`src/rtl/ddmtd_nco.sv`:
```
// ddmtd_nco: numerically controlled oscillator closing the DDMTD loop.
// Turns the signed loop-filter correction into a clamped, slew-limited
// frequency control word, runs a phase accumulator whose MSB is the
// feedback clock, and tracks lock from consecutive small corrections.
module ddmtd_nco #(
  parameter int               ACC_W    = 16,
  parameter int               CTRL_W   = 24,
  parameter int               CTRL_SH  = 8,
  parameter logic [ACC_W-1:0] FCW_NOM  = 16'h0800,
  parameter logic [ACC_W-1:0] FCW_MIN  = 16'h0100,
  parameter logic [ACC_W-1:0] FCW_MAX  = 16'h2000,
  parameter logic [ACC_W-1:0] SLEW_MAX = 16'h0040,
  parameter logic [ACC_W-1:0] LOCK_TOL = 16'h0010,
  parameter int               LOCK_CNT = 8
) (
  input  logic                     clk,
  input  logic                     rst_n,
  input  logic                     ena,
  input  logic                     ctrl_valid,
  input  logic signed [CTRL_W-1:0] ctrl,
  output logic                     clk_fb,
  output logic                     fb_edge,
  output logic [ACC_W-1:0]         cur_fcw,
  output logic                     sat,
  output logic                     locked
);

  // Width of the shifted correction, and of the overflow-free sum.
  localparam int DW    = CTRL_W - CTRL_SH;
  localparam int SW    = ACC_W + 2;
  localparam int CNT_W = $clog2(LOCK_CNT + 1);

  typedef enum logic {
    S_UNLOCKED = 1'b0,
    S_LOCKED   = 1'b1
  } lock_state_t;

  logic [ACC_W-1:0]  r_acc;
  logic [ACC_W-1:0]  r_target;
  logic [ACC_W-1:0]  r_cur_fcw;
  logic              r_fb_edge;
  logic              r_sat;
  logic [CNT_W-1:0]  r_lock_cnt;
  lock_state_t       r_state;

  logic [CNT_W-1:0]  w_lock_cnt_next;
  lock_state_t       w_state_next;
  logic              w_update;
  logic signed [DW-1:0] w_delta;
  logic signed [SW-1:0] w_delta_x;
  logic signed [SW-1:0] w_sum;
  logic [SW-1:0]     w_delta_abs;
  logic              w_clamp_lo;
  logic              w_clamp_hi;
  logic              w_in_tol;
  logic [ACC_W-1:0]  w_target_next;
  logic              w_up;
  logic [ACC_W-1:0]  w_dist;
  logic [ACC_W-1:0]  w_cur_next;
  logic [ACC_W-1:0]  w_acc_next;
  logic              w_unused_lsbs;

  // Updates are only accepted while enabled; a strobe under ena=0 is lost.
  assign w_update = ena & ctrl_valid;

  // ctrl >>> CTRL_SH truncated to DW bits is exactly the upper field of ctrl;
  // the bits shifted out carry no information for the loop.
  assign w_delta       = ctrl[CTRL_W-1:CTRL_SH];
  assign w_unused_lsbs = ^ctrl[CTRL_SH-1:0];

  // Sign-extend and add to the nominal word in a width that cannot overflow.
  assign w_delta_x  = {{(SW-DW){w_delta[DW-1]}}, w_delta};
  assign w_sum      = $signed({2'b00, FCW_NOM}) + w_delta_x;
  assign w_clamp_lo = w_sum < $signed({2'b00, FCW_MIN});
  assign w_clamp_hi = w_sum > $signed({2'b00, FCW_MAX});
  assign w_target_next = w_clamp_hi ? FCW_MAX :
                         w_clamp_lo ? FCW_MIN : w_sum[ACC_W-1:0];

  // Magnitude is taken in the wide domain so the most negative delta is safe.
  assign w_delta_abs = w_delta_x[SW-1] ? -w_delta_x : w_delta_x;
  assign w_in_tol    = (w_delta_abs <= {2'b00, LOCK_TOL}) && !(w_clamp_lo || w_clamp_hi);

  // Slew toward the registered target, landing exactly on it when close.
  assign w_up       = r_target >= r_cur_fcw;
  assign w_dist     = w_up ? (r_target - r_cur_fcw) : (r_cur_fcw - r_target);
  assign w_cur_next = (w_dist <= SLEW_MAX) ? r_target :
                      w_up ? (r_cur_fcw + SLEW_MAX) : (r_cur_fcw - SLEW_MAX);

  assign w_acc_next = r_acc + r_cur_fcw;

  // Datapath registers: accumulator, slewed FCW, target, edge pulse, clamp flag.
  always_ff @(posedge clk or negedge rst_n) begin
    if (!rst_n) begin
      r_acc     <= '0;
      r_target  <= FCW_NOM;
      r_cur_fcw <= FCW_NOM;
      r_fb_edge <= 1'b0;
      r_sat     <= 1'b0;
    end else if (ena) begin
      r_acc     <= w_acc_next;
      r_cur_fcw <= w_cur_next;
      r_fb_edge <= ~r_acc[ACC_W-1] & w_acc_next[ACC_W-1];
      if (w_update) begin
        r_target <= w_target_next;
        r_sat    <= w_clamp_lo | w_clamp_hi;
      end
    end else begin
      r_fb_edge <= 1'b0;
    end
  end

  // Lock state and consecutive in-tolerance counter.
  always_ff @(posedge clk or negedge rst_n) begin
    if (!rst_n) begin
      r_state    <= S_UNLOCKED;
      r_lock_cnt <= '0;
    end else begin
      r_state    <= w_state_next;
      r_lock_cnt <= w_lock_cnt_next;
    end
  end

  // Lock next-state: advances only on accepted updates, counter saturates.
  always_comb begin
    w_state_next    = r_state;
    w_lock_cnt_next = r_lock_cnt;
    if (w_update) begin
      if (w_in_tol) begin
        if (r_lock_cnt != CNT_W'(LOCK_CNT)) begin
          w_lock_cnt_next = r_lock_cnt + CNT_W'(1);
        end
        if (w_lock_cnt_next == CNT_W'(LOCK_CNT)) begin
          w_state_next = S_LOCKED;
        end
      end else begin
        w_lock_cnt_next = '0;
        w_state_next    = S_UNLOCKED;
      end
    end
  end

  assign clk_fb  = r_acc[ACC_W-1];
  assign fb_edge = r_fb_edge;
  assign cur_fcw = r_cur_fcw;
  assign sat     = r_sat;
  assign locked  = (r_state == S_LOCKED);

endmodule

```
`config.mk`:
```
export PLATFORM = sky130hd
export DESIGN_NAME = ddmtd_nco
export DESIGN_NICKNAME = d
export VERILOG_FILES = /design/src/rtl/ddmtd_nco.sv
export SDC_FILE = /design/constraint.sdc
export NUM_CORES = 1
export LEC_CHECK = 0
export CORE_MARGIN = 2
export CORE_UTILIZATION = 35
export CTS_CLUSTER_DIAMETER = 120
export DETAILED_ROUTE_END_ITERATION = 6
export PLACE_DENSITY_LB_ADDON = 0.1
export SLEW_MARGIN = 30
export SYNTH_ARGS = -nofsm -noshare
export SYNTH_HDL_FRONTEND = slang
export SYNTH_SLANG_ARGS = --single-unit
```
`constraint.sdc`:
```
create_clock -name clk -period 5.6 [get_ports clk]
set_input_delay 1.68 -clock clk [delete_from_list [all_inputs] [get_ports clk]]
set_output_delay 1.68 -clock clk [all_outputs]
set_load 0.005 [all_outputs]
```
# Word level (Yosys, flattened, before mapping)
# Index checks and enable logic that the tools add are counted.
# word_totals
reg_bits,55
wordCells,45
# classes
n_bitwise,4
eq_ne,3
add_sub_neg,8
n_reduce_logical,5
magnitude_cmp,5
muxes,13
# op_table
cell,n
2-to-1 mux 16 bit,5
subtractor 16 bit,2
"less-or-equal comparator 18 x 5 -> 1 bit, second input constant",1
2-to-1 mux 18 bit,1
negation 16 -> 18 bit,1
"adder 13 x 16 -> 17 bit, first input constant",1
"> comparator 17 x 15 -> 1 bit, second input constant",1
"less-than comparator 17 x 10 -> 1 bit, second input constant",1
adder 16 bit,1
"adder 16 x 7 -> 16 bit, second input constant",1
>= comparator 16 bit,1
"less-or-equal comparator 16 x 7 -> 1 bit, second input constant",1
2-to-1 mux 4 bit,4
"subtractor 16 x 7 -> 16 bit, second input constant",1
"adder 4 x 1 -> 4 bit, second input constant",1
"equality test 4 bit, second input constant",1
"inequality test 4 bit, second input constant",1
AND reduction 2 bit,2
2-to-1 mux 1 bit,3
bitwise AND 1 bit,2
"inequality test 2 x 1 -> 1 bit, second input constant",1
logical AND 1 bit,1
logical NOT 1 bit,1
logical OR 1 bit,1
2 further kinds,2

# Logic depth before layout (Yosys ltp)
# logic_depth
word_depth,10
mapped_depth,20
ltp_nobuf,19

# Worst setup path before layout
# OpenSTA, ideal clock, no wires.
# synth_timing
path_kind,input port to flip-flop
start,in ctrl[9]
end,reg r_lock_cnt[0]
slack_ns,0.802
arrival_time_ns,4.708
n_path_buf,1
setup_ns,0.090
stages,10
required_ns,5.510
cell_sequence,nor4_1 > or3b_1 > or4b_4 > mux2_2 > a32oi_1 > or4_1 > or4_1 > buf_2 > or4_1 > o221ai_1
# synth_via
elab_chain_cells,6
elab_cells_between_ends,10
cone_classes,add/sub (2); order compare (3); mux (2); reduce/logical (3)
# synth_rtl
element,line_no,rtl
start: declaration,20,"input logic signed [CTRL_W-1:0] ctrl,"
adder 13 x 16 -> 17 bit,73,"assign w_sum = $signed({2'b00, FCW_NOM}) + w_delta_x;"
less-than comparator 17 x 10 -> 1 bit or > comparator 17 x 15 -> 1 bit (tied branches),"74, 75",
logical OR 1 bit,81,"assign w_in_tol = (w_delta_abs <= {2'b00, LOCK_TOL}) && !(w_clamp_lo || w_clamp_hi);"
logical NOT 1 bit,81,
logical AND 1 bit *,81,
2-to-1 mux 4 bit *,128,if (w_in_tol) begin
end signal: assignment,119,r_lock_cnt <= w_lock_cnt_next;
end: declaration,43,logic [CNT_W-1:0] r_lock_cnt;
# Every way passes the cells marked *; elsewhere a longest branch is shown, timed or not.
# A chain may end at the register's enable or synchronous reset.

# Worst setup path in the final report
# layout_timing
start,in ctrl[8]
end,reg r_lock_cnt[0]
# Same word-level chain as after synthesis.

==> impl_results.md <==
* Layout cell share with drive strength beyond 1 at 0.0649
* Period utilisation layout at 0.915
* Vias in the first global route at 4732
* Worst setup EP type: register
* Worst vdd ir at 146 µV
* Gr usage total at 0.190
* Antenna diode count at 0
* # fillers at 1520
* Initial DRC Count at 240
* Final Hold Violating Endpoints at 0
* First-pass GRT wire length at 24.7 mm
* I/O pins at 48
* Clock Skew at 6.47 ps
* Startpoint type of the worst setup path: input port
* Distinct cells, synth at 69
* Top cell by count, worst path: or4_1
* Buf/Inv on CP at 1
* CTS Sinks at 55
* Leakage at 2.61 nW
* Post-synth top area share at 0.249
* Outcome: completed
* Largest net degree at the start of global routing at 56
* CTS Buffer Depth at 2
* Yosys warnings at 0
* Mean Syn Cell Area at 8.23 µm²
* Clock period minus worst slack at 5120 ps
* Fraction of registers with async set/reset at 1.00
* Standard-cell rows at 45
* Syn Inst Count at 648
* CP max FO at 4
* H-Tree Depth at 2
* Post-CTS setup buffer count at 0
* Clk root buf: clkbuf_16
* Number of I/O port buffers at 39
* Cell taking the most area after synthesis: dfrtp_1
* Drt wl/cell at 17.2 µm
* #FFs+latches synth at 55
* Die X at 127 µm
* Critical path required time at 5830 ps
* Reg power frac at 0.232
* CP max stage delay at 560 ps
* Crit-path cells: clkdlybuf4s50_1, nor4_1, or3b_1, or4b_4, mux2_2, a32oi_1, or4_1, or4_1, or4_1, o221ai_1
* Reg-to-reg slack, setup at 800 ps
* Multi-input logic area at 3620 µm²
* Worst hold margin at 487 ps
* Nets at 766
* Core region area at 15000 µm²
* Hold-fix buffers at CTS at 0
* NetSw at 1.27 mW
* Clock power share at 0.120
* DIE AREA at 16200 µm²
* Post-synthesis sequential area ratio at 0.259
* Antenna-violating nets left at 0
* Clock latency on the worst-skew pair at 310 ps
* Slowest CP cell: or4_1
* Largest delay share family, worst path: simple AND/OR/NAND/NOR gates
* Worst Tran Pin Value at 963 ps
* Area Overhead vs Synth at 13.5%
* Sw frac at 0.458
* GR Overflow Total at 0
* CTS Buf Count at 5
* Rel. slew slack at 0.350
* Post_cts resized at 0
* Synth Cell Area at 5330 µm²
* Via count at 4919
* Setup_tns at 0 ps
* Logic pwr share at 0.648
* Initial Utilization at 0.355
* EDFF count, synth at 0
* Pwr dens at 460 nW/µm²
* Synthesized Nets at 737
* Max Cap Viol at 0
* Most common cell after layout, fill and taps aside: inv_1
* Vias/cell at 5.68
* DP Wirelength at 11.2 mm
* Initial antenna violation count at 0
* DRC viols at 0
* Crit Path Class: in2reg
* Main area contributors after synthesis: dfrtp_1 25%, ha_1 14%, inv_1 4.5%, nand2_1 4.0%, a21oi_1 3.8%
* Int Pwr at 1.51 mW
* Pre-antenna DRT Iters at 4
* Clock transition at the registers of the reported paths at 70 ps
* RSZ-0062 raised after global routing: no
* Most frequent cells in the layout: 64 x inv_1, 59 x ha_1, 57 x nand2_1
* Setup violators final at 0
* CTS tree: built
* Arr. time, crit path at 5350 ps
* Die Ht at 127 µm
* GP Congestion at 0.844
* Storage cell area at 1380 µm²
* Hold crit path type: reg2reg
* Routed WL at 14.9 mm
* F_max at 195 MHz
* Post-synth top flop: dfrtp_1
* Slew Viols, Final at 0
-- flip-flops by register name, indices dropped and copies added, names as in the netlist --
name        count
fb_edge         1
r_acc          16
cur_fcw        16
r_lock_cnt      4
sat             1
locked          1
r_target       16
-- through the flow --
step                cells  total power, mW  instance area (µm²)  utilization  setup WS, ps
floorplan             648             1.96                 5330            -           802
global placement      858             2.41                 5910        0.393           216
global route          866             3.05                 6050        0.403           269
CTS                   866             2.79                 6050        0.402           485
finish                866             2.78                 6050        0.403           475
detailed placement    858             2.44                 5910        0.393           155
-- worst paths after layout --
path / start / to / cells past startpoint
worst max-delay path: ctrl[8] / r_lock_cnt[0] / 10
worst max register to register: cur_fcw[9] / cur_fcw[5] / 12
min in group asynchronous: rst_n / r_acc[2] / 2
worst min-delay path: r_acc[8] / r_acc[8] / 1
max in group asynchronous: rst_n / r_acc[7] / 2
worst min register to register: r_acc[8] / r_acc[8] / 1
-- cell usage after synthesis (6+ instances only) --
cell type / instances
o22ai_1: 15
a21o_1: 17
dfrtp_1: 53
mux2i_1: 10
or4_1: 7
nor4_1: 7
or3_1: 6
nand4_1: 10
nand2b_1: 6
nor3_1: 15
a211oi_1: 9
clkbuf_1: 17
o21ai_0: 29
nor2b_1: 10
o31ai_1: 12
xor2_1: 10
ha_1: 59
inv_1: 64
mux2_2: 10
nand3_1: 14
a31oi_1: 12
nand2_1: 57
xnor2_1: 18
buf_2: 6
and3_1: 6
o211ai_1: 7
nor2_1: 35
a21oi_1: 40
-- per-layer routing --
metal / track usage / vias to the layer above / part of all wire
met4: 0.0575 / 0 / 0.017
met2: 0.304 / 101 / 0.46
li1: - / 2432 / -
met3: 0.0272 / 14 / 0.038
met5: 0 / - / 0
met1: 0.266 / 2372 / 0.48
-- power groups by stage --
| stage | sequential [mW] | combinational, mW | clock, mW |
|---|---|---|---|
| after floorplan | 0.614 | 1.34 | 0 |
| after CTS | 0.649 | 1.80 | 0.349 |
| final | 0.645 | 1.80 | 0.333 |
| after global placement | 0.653 | 1.75 | 0 |
| after global routing | 0.666 | 2.03 | 0.358 |
| after detailed placement | 0.658 | 1.78 | 0 |
-- area by class of cell --
cell class / instances / share of cell area
Clock inverter: 3 / 0.00310
Tap cell: 188 / 0.0389
Multi-Input combinational cell: 505 / 0.597
Inverter: 64 / 0.0397
Sequential cell: 55 / 0.228
Clock buffer: 5 / 0.0207
Timing Repair Buffer: 46 / 0.0724
-- cells by family (layout without fill, tap and decap cells) --
logic type / count (synthesis) / after routing / share of synthesized area
AND/OR/NAND/NOR: 199 / 199 / 0.192
AO/OA/AOI/OAI: 197 / 197 / 0.254
buffers and inverters: 88 / 118 / 0.0634
adder cells (fa/ha/maj): 61 / 61 / 0.146
flip-flops: 55 / 55 / 0.259
XOR/XNOR: 28 / 28 / 0.0460
multiplexers: 20 / 20 / 0.0399
(Power assumes the default switching activity.)
